`src/rtl/rf_scan_controller.sv`:
```
// Steps the receptive-field selector over every output row and column half,
// hands each bundle to the convolution engine and emits one buffer write per step.
module rf_scan_controller #(
    parameter int H      = 32,
    parameter int W      = 32,
    parameter int F      = 5,
    parameter int ADDR_W = 6
) (
    input  logic              clk,
    input  logic              reset,
    input  logic              start,
    output logic              busy,
    output logic              done,
    output logic [5:0]        rowNumber,
    output logic [5:0]        column,
    output logic              rf_valid,
    input  logic              rf_ready,
    input  logic              res_valid,
    output logic              wr_en,
    output logic [ADDR_W-1:0] wr_addr
);

    localparam int NUM_ROWS  = H - F + 1;
    localparam int NUM_STEPS = 2 * NUM_ROWS;

    generate
        if (((W - F + 1) % 2) != 0) begin : g_bad_width
            $error("rf_scan_controller: W-F+1 must be even");
        end
        if ((1 << ADDR_W) < NUM_STEPS) begin : g_bad_addr_w
            $error("rf_scan_controller: ADDR_W too small for NUM_STEPS");
        end
    endgenerate

    typedef enum logic [1:0] {
        IDLE,
        ISSUE,
        WAIT,
        DONE
    } state_t;

    state_t     state_q;
    state_t     state_d;
    logic [5:0] row_q;
    logic       col_q;
    logic       step_done;
    logic       last_step;

    always_comb begin
        last_step = (row_q == 6'(NUM_ROWS - 1)) && col_q;
        step_done = (state_q == WAIT) && res_valid;
    end

    always_comb begin
        state_d   = state_q;
        rf_valid  = 1'b0;
        busy      = 1'b1;
        done      = 1'b0;
        rowNumber = row_q;
        column    = 6'(col_q);
        case (state_q)
            IDLE: begin
                busy = 1'b0;
                if (start) state_d = ISSUE;
            end
            ISSUE: begin
                rf_valid = 1'b1;
                if (rf_ready) state_d = WAIT;
            end
            WAIT: begin
                if (res_valid) state_d = last_step ? DONE : ISSUE;
            end
            default: begin
                done    = 1'b1;
                state_d = IDLE;
            end
        endcase
    end

    // Row/column only move on a completed step, so the selector input stays
    // stable across the whole ISSUE and WAIT of that step.
    always_ff @(posedge clk or negedge reset) begin
        if (!reset) begin
            state_q <= IDLE;
            row_q   <= '0;
            col_q   <= 1'b0;
            wr_en   <= 1'b0;
            wr_addr <= '0;
        end else begin
            state_q <= state_d;
            wr_en   <= step_done;
            if ((state_q == IDLE) && start) begin
                row_q <= '0;
                col_q <= 1'b0;
            end
            if (step_done) begin
                wr_addr <= ADDR_W'({row_q, col_q});
                if (!last_step) begin
                    col_q <= ~col_q;
                    if (col_q) row_q <= row_q + 6'd1;
                end
            end
        end
    end

endmodule

```
`config.mk`:
```
export PLATFORM = sky130hd
export DESIGN_NAME = rf_scan_controller
export DESIGN_NICKNAME = d
export VERILOG_FILES = /design/src/rtl/rf_scan_controller.sv
export SDC_FILE = /design/constraint.sdc
export NUM_CORES = 1
export LEC_CHECK = 0
export CAP_MARGIN = 10
export CORE_ASPECT_RATIO = 0.6
export CORE_MARGIN = 5
export CORE_UTILIZATION = 34
export DETAILED_ROUTE_END_ITERATION = 10
export PLACE_DENSITY = 0.63
export SLEW_MARGIN = 20
export SYNTH_ARGS = -nofsm -noshare
export SYNTH_HDL_FRONTEND = slang
export SYNTH_SLANG_ARGS = --single-unit
```
`constraint.sdc`:
```
create_clock -name clk -period 2.1 [get_ports clk]
set_clock_uncertainty 0.1 [all_clocks]
set_input_delay 0.315 -clock clk [delete_from_list [all_inputs] [get_ports clk]]
set_output_delay 0.315 -clock clk [all_outputs]
set_load 0.01 [all_outputs]
```
==> results_dict.tcl <==
set metrics [dict create \
    initial_core_util_pct 36.6 \
    setup_viol 0 \
    peakVddDrop_mv 0.578 \
    diodes 0 \
    end_kind "primary output" \
    core_area_um2 2230 \
    route.vias.total 606 \
    fmax_mhz 515 \
    crit_path_start_kind "register" \
    yosysSeqAreaShare_pct 49.1 \
    grt_pass1_vias 598 \
    whs_ns 0.283 \
    grt_remaining_overflow 0 \
    drv_slew 0 \
    place_congestion 0.756 \
    pin_count 27 \
    crit_arrival_ns 1.53 \
    die_y_um 47.9 \
    post-route-drc-count 0 \
    numCtsBuffers 3 \
    worst_path_dominant_cell_family "buffers and inverters" \
    port_buffers 21 \
    stdcell_area_um2 1100 \
    ctsHtreeMaxLevel 1 \
    p_per_area_nw_per_um2 923 \
    post-place-ws_ns 0.165 \
    clkTransAtPathRegs_ns 0.07 \
    final_cell_mix "clkdlybuf4s50_1, dfrtp_1, nand2_1" \
    yosysWarnings 0 \
    clockRootBuffer "clkbuf_8" \
    cts_hold_buffers 0 \
    final_cells 128 \
    die_width_um 73.2 \
    final_common_cell "clkdlybuf4s50_1" \
    post-route-util_pct 49.5 \
    routedWlPerCell_um 13.6 \
    fillers 209 \
    via_per_inst 4.73 \
    rows 13 \
    power_mw 1.02 \
    worstPathMaxFanout 8 \
    cts_setup_buffers 0 \
    ant_nets 0 \
    cp_slowest_cell "clkdlybuf4s50_1" \
    cap_viol_max_count 0 \
    grt_max_degree 17 \
    clk_latency_ns 0.25 \
    min_path_type "in2async" \
    grt_pass1_wl_um 2860 \
    cp_data_required_time_ns 1.68 \
    grt_usage_pct 11.1 \
    path_buf_inv 1 \
    cts_sinks 16 \
    dp_hpwl_um 1320 \
    fin_setup_tns_ns 0 \
    fin_ws_ns 0.157 \
    drt_wl_total_um 1740 \
    clockBufferDepth 2 \
    numPlacedInstances 124 \
    cp_cell_sequence "and2b_1, clkdlybuf4s50_1" \
    netlist_instances 73 \
    crit_type "reg2out" \
    status "finished clean" \
    hold_viol 0 \
    timing.final.crit_share_pct 92.5 \
    area_growth_pct 35.1 \
    cts-resized-gates 0 \
    fin_crit_ns 1.94 \
    nNetsFinal 105 \
    cts_tree "yes" \
    leakagePower_nw 0.539 \
    max_stage_delay_ns 0.55 \
    die_area_um2 3510 \
    first_pass_iters 4 \
    antenna_found_initial 0 \
    synth-seq-cells 16 \
    drt_iter0_drc 27 \
    synth_cell_types 29 \
    avgSynthCellArea_um2 11.2 \
    placed_cell_area_um2 1050 \
    drive_above_1_share_pct 18.4 \
    synth_area_um2 816 \
    grt_setup_unrepaired "no" \
]
-- power breakdown --
group	total [mW]	switching [mW]	internal (mW)
logic	0.328	0.133	0.194
clock network	0.274	0.108	0.166
registers	0.415	0.0580	0.357
total	1.02	0.300	0.718
-- worst paths after layout --
| check | start | to | slack [ns] | cells after the start |
|---|---|---|---|---|
| max in group asynchronous | reset | rowNumber[0] | 1.43 | 2 |
| min | reset | state_q[1] | 0.28 | 2 |
| min reg2reg | wr_addr[0] | wr_addr[0] | 0.38 | 2 |
| max | state_q[1] | rf_valid | 0.16 | 2 |
| min in group clk | wr_addr[0] | wr_addr[0] | 0.38 | 2 |
| max reg2reg | rowNumber[0] | rowNumber[3] | 0.34 | 5 |
-- sequential cells by signal, summed over array words and instances (netlist names) --
register,count
wr_en,1
col_q,1
rowNumber,6
state_q,2
wr_addr,6
-- cell usage after synthesis --
cell type / count / area (um2)
and3_1: 2 / 12.5
o211ai_1: 1 / 7.51
nand4_1: 2 / 12.5
and2_1: 2 / 12.5
conb_1: 1 / 3.75
inv_1: 2 / 7.51
buf_4: 6 / 45.0
and4bb_2: 1 / 12.5
nor2_1: 1 / 3.75
nand3b_1: 1 / 7.51
buf_2: 1 / 5.00
and2b_1: 1 / 7.51
a211o_1: 1 / 8.76
dfrtp_1: 16 / 400
or3b_1: 1 / 8.76
o21ai_0: 4 / 20.0
buf_6: 1 / 11.3
nand3_1: 1 / 5.00
nand2b_1: 2 / 12.5
a21boi_0: 1 / 7.51
ha_1: 1 / 12.5
nor2b_4: 1 / 13.8
nand4b_1: 1 / 8.76
mux2_2: 6 / 67.6
or2_2: 1 / 6.26
nor3_1: 1 / 5.00
a21oi_4: 1 / 16.3
mux2i_1: 4 / 40.0
nand2_1: 9 / 33.8
-- routing by layer --
| metal | track usage, % | share of wire, % |
|---|---|---|
| met1 | 14.7 | 48 |
| met2 | 17.2 | 42 |
| met3 | 5.87 | 9.6 |
| met4 | 0 | 0 |
| met5 | 0 | 0 |
-- area by class of cell --
type | instances | area (um2) | area share, %
timing repair buffer | 25 | 240 | 21.8
clock buffer | 4 | 55.1 | 4.99
sequential | 16 | 400 | 36.3
multi-input combinational | 51 | 362 | 32.8
tap | 30 | 37.5 | 3.41
inverter | 2 | 7.51 | 0.681
-- logic make-up after synthesis --
family	count (synthesis)	share of synthesized area, %
AO/OA/AOI/OAI	8	7.36
adder cells (fa/ha/maj)	1	1.53
buffers and inverters	10	8.43
flip-flops	16	49.1
multiplexers	10	13.2
other	1	0.460
AND/OR/NAND/NOR	27	19.9
Power figures use the tool's default switching activity.
